File: config.mk
export PLATFORM = sky130hd
export DESIGN_NAME = shared_burst_scheduler
export DESIGN_NICKNAME = d
export VERILOG_FILES = /design/src/rtl/shared_burst_scheduler.sv
export SDC_FILE = /design/constraint.sdc
export NUM_CORES = 1
export LEC_CHECK = 0
export ABC_AREA = 1
export CAP_MARGIN = 5
export CORE_UTILIZATION = 43
export CTS_CLUSTER_SIZE = 14
export DETAILED_ROUTE_END_ITERATION = 10
export GPL_TIMING_DRIVEN = 0
export PLACE_DENSITY = 0.75
export SYNTH_ARGS = -nofsm -noshare
export SYNTH_HDL_FRONTEND = slang
export SYNTH_SLANG_ARGS = --single-unit
File: constraint.sdc
create_clock -name clk -period 1.98 [get_ports clk]
set_input_delay 0.495 -clock clk [delete_from_list [all_inputs] [get_ports clk]]
set_output_delay 0.495 -clock clk [all_outputs]
set_load 0.005 [all_outputs]
File: src/rtl/shared_burst_scheduler.sv
// Round-robin burst scheduler: grants one of three requesters a shared resource
// for a whole multi-beat burst, with a one-cycle idle bubble between grants.
module shared_burst_scheduler #(
    parameter int unsigned LEN_W = 4
) (
    input  logic                 clk,
    input  logic                 srst,
    input  logic                 en,
    input  logic [2:0]           req_vld,
    input  logic [3*LEN_W-1:0]   req_len,
    input  logic                 beat_done,
    output logic [2:0]           o_grant,
    output logic                 o_start,
    output logic                 o_last,
    output logic                 o_busy
);

    localparam int unsigned N_REQ = 3;

    typedef enum logic {
        IDLE  = 1'b0,
        BURST = 1'b1
    } state_t;

    state_t              state;
    state_t              state_nxt;
    logic [LEN_W-1:0]    cnt;
    logic [LEN_W-1:0]    cnt_nxt;
    logic [2:0]          last_grant;
    logic [2:0]          last_grant_nxt;
    logic [2:0]          grant_nxt;
    logic                start_nxt;
    logic                last_nxt;
    logic                busy_nxt;

    logic [1:0]          win_idx;
    logic [2:0]          win_onehot;
    logic [LEN_W-1:0]    win_len;

    // Search starts just after the previous winner and wraps around.
    function automatic logic [1:0] pick_idx(input logic [2:0] req, input logic [2:0] last);
        logic [1:0] first;
        logic [1:0] idx;
        logic       found;
        case (last)
            3'b001:  first = 2'd1;
            3'b010:  first = 2'd2;
            default: first = 2'd0;
        endcase
        pick_idx = first;
        found    = 1'b0;
        for (int unsigned off = 0; off < N_REQ; off++) begin
            idx = 2'((32'(first) + off) % N_REQ);
            if (!found && req[idx]) begin
                pick_idx = idx;
                found    = 1'b1;
            end
        end
    endfunction

    always_comb begin
        win_idx    = pick_idx(req_vld, last_grant);
        win_onehot = 3'b001 << win_idx;
        win_len    = '0;
        for (int unsigned i = 0; i < N_REQ; i++) begin
            if (win_idx == 2'(i)) begin
                win_len = req_len[i*LEN_W +: LEN_W];
            end
        end
    end

    // Next-state and registered-output logic.
    always_comb begin
        state_nxt      = state;
        cnt_nxt        = cnt;
        last_grant_nxt = last_grant;
        grant_nxt      = o_grant;
        start_nxt      = 1'b0;

        case (state)
            IDLE: begin
                grant_nxt = '0;
                if (en && (|req_vld)) begin
                    grant_nxt      = win_onehot;
                    last_grant_nxt = win_onehot;
                    cnt_nxt        = win_len;
                    start_nxt      = 1'b1;
                    state_nxt      = BURST;
                end
            end
            BURST: begin
                if (beat_done) begin
                    if (cnt == '0) begin
                        grant_nxt = '0;
                        state_nxt = IDLE;
                    end else begin
                        cnt_nxt = cnt - LEN_W'(1);
                    end
                end
            end
            default: begin
                grant_nxt = '0;
                state_nxt = IDLE;
            end
        endcase

        // o_last/o_busy are registered copies of their defining condition one cycle ahead.
        busy_nxt = (state_nxt == BURST);
        last_nxt = (state_nxt == BURST) && (cnt_nxt == '0);
    end

    always_ff @(posedge clk) begin
        if (srst) begin
            state      <= IDLE;
            cnt        <= '0;
            last_grant <= 3'b100;
            o_grant    <= '0;
            o_start    <= 1'b0;
            o_last     <= 1'b0;
            o_busy     <= 1'b0;
        end else begin
            state      <= state_nxt;
            cnt        <= cnt_nxt;
            last_grant <= last_grant_nxt;
            o_grant    <= grant_nxt;
            o_start    <= start_nxt;
            o_last     <= last_nxt;
            o_busy     <= busy_nxt;
        end
    end

endmodule

# --- Word level (Yosys, flattened, before mapping) ---
# Index checks and enable logic that the tools add are counted.
op_classes:
  addsub: 3
  n_div: 3
  order_cmp: 3
  eq_ne: 6
  shift: 1
  n_mux: 27
  n_bitwise: 1
  reduce_logical: 13
ops:
  columns: ["operator", "n"]
  rows:
  - ["remainder unit 32 x 2 -> 32 bit (second input constant)", 2]
  - ["remainder unit 2 x 2 -> 32 bit (second input constant)", 1]
  - ["two-way mux 4 bit", 6]
  - ["< comparator 2 x 3 -> 1 bit (second input constant)", 3]
  - ["two-way mux 3 bit", 3]
  - ["zero test 4 bit", 2]
  - ["two-way mux 1 bit", 8]
  - ["one-hot mux 4 bit (2 select lines)", 1]
  - ["binary-select mux 1 bit (select 2 bit)", 3]
  - ["two-way mux 2 bit", 3]
  - ["one-hot mux 3 bit (2 select lines)", 1]
  - ["logical AND 1 bit", 4]
  - ["one-hot mux 2 bit (2 select lines)", 1]
  - ["AND reduction 2 bit", 2]
  - ["subtractor 4 x 1 -> 4 bit (second input constant)", 1]
  - ["adder 2 x 1 -> 3 bit (second input constant)", 1]
  - ["adder 2 x 2 -> 3 bit (second input constant)", 1]
  - ["== test 3 x 1 -> 1 bit (second input constant)", 1]
  - ["== test 3 x 2 -> 1 bit (second input constant)", 1]
  - ["OR reduction 3 bit", 1]
  - ["<< shifter 1 x 2 -> 3 bit (first input constant)", 1]
  - ["== test 2 x 1 -> 1 bit (second input constant)", 1]
  - ["== test 2 bit (second input constant)", 1]
  - ["zero test 1 bit", 2]
  - ["other kinds (6)", 6]
totals:
  ff_bits: 13
  input_bits: 19
  out_inout_bits: 6
  wordCells: 63

# --- Logic depth before layout (Yosys ltp) ---
# Gate-level depths: netlist (run 1).
depth:
  depth_word: 20
  depth_mapped: 21

# --- Worst setup path after synthesis (run 1) ---
# OpenSTA, ideal clock, no wires.
synth_path:
  path_kind: "flip-flop to flip-flop"
  startpoint: "register last_grant[0]"
  endpoint: "register o_last"
  t_arrival_ps: 2067
  path_slack_ps: -198
  path_stages_with_launch: 18
  n_path_buf: 0
  path_cell_list: "dfxtp_1 inv_1 nor3_1 ha_1 inv_2 nand2_1 nand2_1 nand3_2 nand3_1 nand3_1 a21oi_2 nand3_1 nand3_1 nand2_1 nand2_1 nor2_1 nand2_1 nor2_2"
synth_via:
  elab_chain_cells: 20
  elab_cells_between_ends: 33
  classes_between: "add/sub (2); div (3); eq/ne (4); mux (17); reduce/logical (7)"
synth_lines:
  columns: ["element", "line", "source"]
  rows:
  - ["start, declared", "29", "logic [2:0] last_grant;"]
  - ["start signal, assigned", "124", "last_grant <= last_grant_nxt;"]
  - ["== test 3 x 2 -> 1 bit / == test 3 x 1 -> 1 bit (equally long branches)", "45", "case (last)"]
  - ["one-hot mux 2 bit (2 select lines) (*)", "45", null]
  - ["branches (longest 9 deep; another with remainder unit 32 x 2 -> 32 bit)", null, null]
  - ["two-way mux 2 bit (*)", "54", "if (!found && req[idx]) begin"]
  - ["zero test 2 bit", "66", "if (win_idx == 2'(i)) begin"]
  - ["two-way mux 4 bit (2 in a row)", "66", null]
  - ["two-way mux 4 bit (*)", "66", null]
  - ["two-way mux 4 bit (*)", "83", "if (en && (|req_vld)) begin"]
  - ["one-hot mux 4 bit (2 select lines) (*)", "80", "case (state)"]
  - ["zero test 4 bit (*)", "109", "last_nxt = (state_nxt == BURST) && (cnt_nxt == '0);"]
  - ["logical AND 1 bit (*)", "109", null]
  - ["end signal, assigned", "127", "o_last <= last_nxt;"]
  - ["end, declared", "14", "output logic o_last,"]
# Mark *: on every way between the ends. The select of a mux whose other input is x is not followed.
# A chain may end at the register's enable or synchronous reset.

# --- Final worst setup path (run 1) ---
# Same ends and word-level chain as after synthesis.

==> flow_summary.toml, run 1 <==
[setup_path]
path_cells = "inv_2 -> nor3_4 -> ha_2 -> inv_2 -> nand2_1 -> nand3_2 -> nand2_4 -> nand3_4 -> buf_4 -> a21oi_4 -> nand3_1 -> nand3_1 -> nand2_1 -> nand2_1 -> nor2_1 -> nand2_1 -> nor2_2"
crit_type = "reg2reg"
slowest_delay_ns = 0.35
crit_required_ns = 2.16
cp_slowest_cell = "dfxtp_2"
cp_common_cell = "nand2_1"
critPathLaunchType = "register"
endpoint_kind = "register"
critical_path_arrival_ns = 2.50
crit_fanout = 6

[clock_network]
htree_levels = 1
cts-root-buf = "clkbuf_4"
clk-insertion-delay-late_ns = 0.28
cts.sinks = 13
numCtsBuffers = 3
clkTransAtPathRegs_ns = 0.08
cts_tree = "built"
clockBufferDepth = 2

[finish]
final_util_pct = 73.84
num-nets-final = 222
drive_gt1_share_pct = 27.41
final_cell_area_sq_um = 1508
diodes = 0
area_growth_pct = 56.49
layout_common_cells = "nand2_1 (34), clkdlybuf4s50_1 (24), inv_1 (22)"
final_common_cell = "nand2_1"

[power]
leakage_nw = 0.6912
power.density_nw_per_um2 = 546.6
vdd_drop_max_uv = 520.6

[sta]
slew_headroom_pct = 60.75
clock_skew_ns = 0.007346
period_share_pct = 117.4
holdWs_ns = 0.4732
final.setup.worst_slack_ns = -0.3455
final_max_slew_viol_count = 0
finalSetupViolCount = 12
finalHoldViolations = 0
rsz0062_at_grt = "true"
tightestPinTransition_ns = 0.5852
fmax_mhz = 430.0
finalCriticalPeriod_ns = 2.325

[route]
routed_wl_mm = 2.708
vias = 1162
first_iter_violations = 28
drt_pass1_iterations = 4
via_per_inst = 5.188
wl_per_cell_um = 12.09
ant_nets = 0
drc = 0

[synthesis]
netlist_instances = 157
seq_area_frac_synth_pct = 27.01
yosys_warnings = 0
synth_area_leaders = "dfxtp_1 (27%), nand2_1 (16%), nand3_1 (12%)"
post-synth-top-area-cell = "dfxtp_1"
yosys.cell_types.count = 21
synth_top_area_share_pct = 27.01
synth-seq-cells = 13
synth_area_sq_um = 963.4
syn_nets = 181
syn_area_per_cell_sq_um = 6.136

[global_route]
grt_pass1_vias = 1107
grt_max_degree = 11
antenna_found_initial = 0
grt_usage_pct = 24.27
grt_use_met1_pct = 30.49
grt_overflow = 0
grt_pass1_wl_mm = 4.629
grtUsageMet2_pct = 40.64
grt.busiest_layer = "met2"
grt_util_met3_pct = 5.919

[floorplanning]
floorplan.rows = 16
die_h_um = 49.34
die-area_sq_um = 2434
ios = 25
core_area_sq_um = 2042
initial_core_util_pct = 47.18
dieWidth_um = 49.34

[run]
drv_cap = 0

[outcome]
violations = "negative setup slack"
outcome = "finished with violations"

[placed_design]
dpl_cell_area_sq_um = 1292
port-buffer-count = 24
dp_hpwl_mm = 1.880
pre_cts_ws_ns = -0.6647
place_congestion = 0.9402

[worst_hold_path]
hp-class = "reg2reg"
-- cell usage after synthesis, drive strengths merged --
| master | n |
|---|---|
| a21oi | 18 |
| o21ai | 4 |
| xor2 | 1 |
| dfxtp | 13 |
| nand2 | 44 |
| nand3 | 26 |
| inv | 29 |
| nor2 | 9 |
| ha | 5 |
| o211ai | 3 |
| nor3 | 1 |
| nand4 | 2 |
| o31ai | 1 |
| clkbuf | 1 |
-- worst max-delay path, delay by kind of cell, from the launching register on --
kind	cells	cell delay (ns)
compound gates	1	0.21
flops	1	0.35
fa+ha+maj	1	0.28
buf+inv	3	0.24
simple gates	12	1.13
-- flip-flops by register name, indices dropped and copies added, names as in the netlist --
register    flops
cnt             4
last_grant      3
o_grant         3
o_last          1
o_start         1
state           1
-- where the power goes --
part	internal (mW)	leakage [nW]	switching [mW]
registers	0.287	0.107	0.0167
clock network	0.0781	0.0150	0.0866
logic	0.161	0.569	0.195
total	0.526	0.691	0.298
-- path summary, 6_finish.rpt --
check	end	slack (ns)	start	depth (start not counted)
max	o_last	-0.35	last_grant[0]	17
min	o_grant[0]	0.47	o_grant[0]	2
max reg2reg	o_last	-0.35	last_grant[0]	17
min reg2reg	o_grant[0]	0.47	o_grant[0]	2
-- metal layers --
| metal | vias to the layer above | share of wire [%] |
|---|---|---|
| met5 | - | 0 |
| met4 | 0 | 0.78 |
| met3 | 3 | 6.1 |
| met2 | 38 | 47 |
| met1 | 528 | 46 |
| li1 | 593 | - |
-- logic make-up (layout without fill, tap and decap cells) --
| group | after synthesis | after routing | share of synthesized area, % |
|---|---|---|---|
| simple gates | 82 | 82 | 38.57 |
| buf+inv | 30 | 70 | 11.69 |
| compound gates | 26 | 26 | 15.32 |
| flops | 13 | 13 | 27.01 |
| fa+ha+maj | 5 | 5 | 6.494 |
| xor+xnor | 1 | 1 | 0.9093 |
-- metrics by stage --
step	std cells	setup TNS, ns	power [mW]
5_1_grt	224	-4.101	0.8835
3_5_place_dp	208	-5.801	0.5945
6_report	224	-2.120	0.8241
4_1_cts	220	-1.393	0.8024
3_3_place_gp	208	-5.882	0.5879
2_1_floorplan	157	-0.1465	0.4982
-- area by class of cell --
| class | count | area (sq um) |
|---|---|---|
| Inverter | 29 | 113.9 |
| Fill cell | 158 | 534.3 |
| Timing Repair Buffer | 36 | 330.3 |
| Sequential cell | 13 | 261.5 |
| Multi-Input combinational cell | 114 | 738.2 |
| Clock buffer | 4 | 26.28 |
| Tap cell | 27 | 33.78 |
| Buffer | 1 | 3.754 |
-- timing repair --
action / CTS / global route
hold buffers: 0 / 0
pin swaps: 11 / 8
setup buffers: 8 / 4
resized for setup: 19 / 5
setup endpoints to repair: 13 / 13
endpoints found under the hold margin: 0 / 0
gates cloned: 0 / 0
No activity file was read; power rests on OpenSTA's default activity.
==> run 2, diff against run 1 <==
--- a/config.mk
+++ b/config.mk
@@ -7,7 +7,7 @@
 export LEC_CHECK = 0
 export ABC_AREA = 1
 export CAP_MARGIN = 5
-export CORE_UTILIZATION = 43
+export CORE_UTILIZATION = 45
 export CTS_CLUSTER_SIZE = 14
 export DETAILED_ROUTE_END_ITERATION = 10
 export GPL_TIMING_DRIVEN = 0
==> constraint.sdc (replaced) <==
create_clock -name clk -period 2.17 [get_ports clk]
set_input_delay 0.5425 -clock clk [delete_from_list [all_inputs] [get_ports clk]]
set_output_delay 0.5425 -clock clk [all_outputs]
set_load 0.005 [all_outputs]
==> flow_summary.toml, run 2 (synthesis results as in run 1) <==
[worst_hold_path]
hp-class = "reg2reg"

[setup_path]
path_cells = "inv_2 -> nor3_4 -> inv_1 -> ha_2 -> inv_2 -> nand3_1 -> nand2_4 -> nand3_4 -> buf_4 -> nand2_2 -> nand2_2 -> a21oi_2 -> nand3_2 -> nand2_2 -> nand2_1 -> nor2_1 -> nand2_1 -> nor2_2"
critical_path_arrival_ns = 2.61
slowest_delay_ns = 0.34
critPathBufInv = 4
crit_fanout = 6
endpoint_kind = "register"
cp_common_cell = "nand2_2"
cp_slowest_cell = "dfxtp_2"
crit_required_ns = 2.38
critPathLaunchType = "register"
critPathTopFamily = "simple AND/OR/NAND/NOR gates"
crit_type = "reg2reg"

[outcome]
outcome = "finished with violations"
violations = "negative setup slack"

[finish]
drive_gt1_share_pct = 24.34
layout_common_cells = "nand2_1 (34), clkdlybuf4s50_1 (24), inv_1 (23)"
final_common_cell = "nand2_1"
largest_registers = "cnt x4, last_grant x3, o_grant x3"
fillers = 148
diodes = 0
num-nets-final = 214
final_cell_area_sq_um = 1465
regMostFlops = "cnt"
area_growth_pct = 52.08
largest_reg_flops = 4

[power]
vdd_drop_max_uv = 484.2
p_int_mw = 0.4641
p_clk_share_pct = 20.5
seqPwrFrac_pct = 37.7
switchingPower_mw = 0.2776
power.density_nw_per_um2 = 506.2
swShare_pct = 37.43
comb_power_share_pct = 41.9
total_power_mw = 0.7417
leakage_nw = 0.6439

[route]
ant_nets = 0
vias = 1163
routed_wl_mm = 2.927
drt_pass1_iterations = 4
drc = 0
via_per_inst = 5.384
wl_per_cell_um = 13.55
first_iter_violations = 32

[sta]
final_max_slew_viol_count = 0
tightestPinTransition_ns = 0.6926
rsz0062_at_grt = "true"
finalSetupViolCount = 5
finalCriticalPeriod_ns = 2.399
period_share_pct = 110.5
slew_headroom_pct = 53.55
finalHoldViolations = 0
final.setup.worst_slack_ns = -0.2285
clock_skew_ns = 0.004138
holdWs_ns = 0.4722
fmax_mhz = 416.9

[placed_design]
pre_cts_ws_ns = -0.5338
dp_hpwl_mm = 1.937
dpl_cell_area_sq_um = 1242
place_congestion = 0.8053
port-buffer-count = 24

[floorplanning]
core_area_sq_um = 1982
ios = 25
initial_core_util_pct = 48.61
dieWidth_um = 48.27
die-area_sq_um = 2330
floorplan.rows = 16
die_h_um = 48.27

[global_route]
grt_overflow = 0
grt_max_degree = 11
antenna_found_initial = 0
grt_pass1_vias = 915
grt_usage_pct = 24.35
grt_pass1_wl_mm = 3.946

[clock_network]
htree_levels = 1
clk-insertion-delay-late_ns = 0.28
clkTransAtPathRegs_ns = 0.08
numCtsBuffers = 3
clockBufferDepth = 2
cts.sinks = 13
cts_tree = "built"
cts-root-buf = "clkbuf_4"

[run]
drv_cap = 0
-- run 2: cell count changes in the layout (fill, tap and decap cells not counted), sizes merged --
cell / before / now
buf: 12 / 4
-- run 2: final cells by class --
class / count / area [sq um] / share of cell area (%)
tap: 27 / 33.78 / 2.306
timing repair buffer: 28 / 274.0 / 18.70
inverter: 29 / 111.4 / 7.600
sequential: 13 / 264.0 / 18.02
multi-input combinational: 114 / 752.0 / 51.32
clock buffer: 4 / 26.28 / 1.793
buffer: 1 / 3.754 / 0.2562
-- run 2: power by group through the flow --
stage	logic [mW]	registers, mW	clock network [mW]
final	0.310	0.279	0.152
after global routing	0.342	0.282	0.165
after CTS	0.274	0.278	0.156
after detailed placement	0.254	0.280	0
after global placement	0.247	0.280	0
after floorplan	0.166	0.279	0
-- run 2: routing by layer --
layer  wire length, um  track usage, %  vias up  part of all wire (%)
met5                 0               0        -                     0
met4                57           5.000        0                   1.9
met3               117           3.333       10                   4.0
met2              1507           41.07       41                    51
met1              1244           33.11      531                    43
li1                  -               -      581                     -
-- run 2: repair_timing --
item | in CTS | in global routing
cloned | 0 | 0
setup buffers | 2 | 2
resized for setup | 18 | 21
pin swaps | 5 | 12
endpoints found under the hold margin | 0 | 0
endpoints found under the setup margin | 12 | 10
hold buffers | 0 | 0
-- run 2: final timing paths --
| check | start | endpoint | slack [ns] | cells after the start |
|---|---|---|---|---|
| max | last_grant[0] | o_last | -0.23 | 18 |
| min | o_grant[2] | o_grant[2] | 0.47 | 2 |
| min reg2reg | o_grant[2] | o_grant[2] | 0.47 | 2 |
| max reg2reg | last_grant[0] | o_last | -0.23 | 18 |
-- run 2: per-stage QoR --
| stage | utilization [%] | setup TNS (ns) | std cells |
|---|---|---|---|
| finish | 73.93 | -0.5152 | 216 |
| global route | 73.93 | -1.636 | 216 |
| CTS | 68.37 | -0.2209 | 214 |
| detailed placement | 62.69 | -4.320 | 208 |
| global placement | 62.69 | -4.032 | 208 |
| floorplan | - | 0 | 157 |
-- run 2: worst reg2reg max path: stages, from the launching register on --
cell and delay, ns:
dfxtp_2 0.34, inv_2 0.06, nor3_4 0.20, inv_1 0.09, ha_2 0.22, inv_2 0.11, nand3_1 0.13, nand2_4 0.15
nand3_4 0.10, buf_4 0.14, nand2_2 0.07, nand2_2 0.09, a21oi_2 0.14, nand3_2 0.09, nand2_2 0.08, nand2_1 0.05
nor2_1 0.13, nand2_1 0.07, nor2_2 0.09
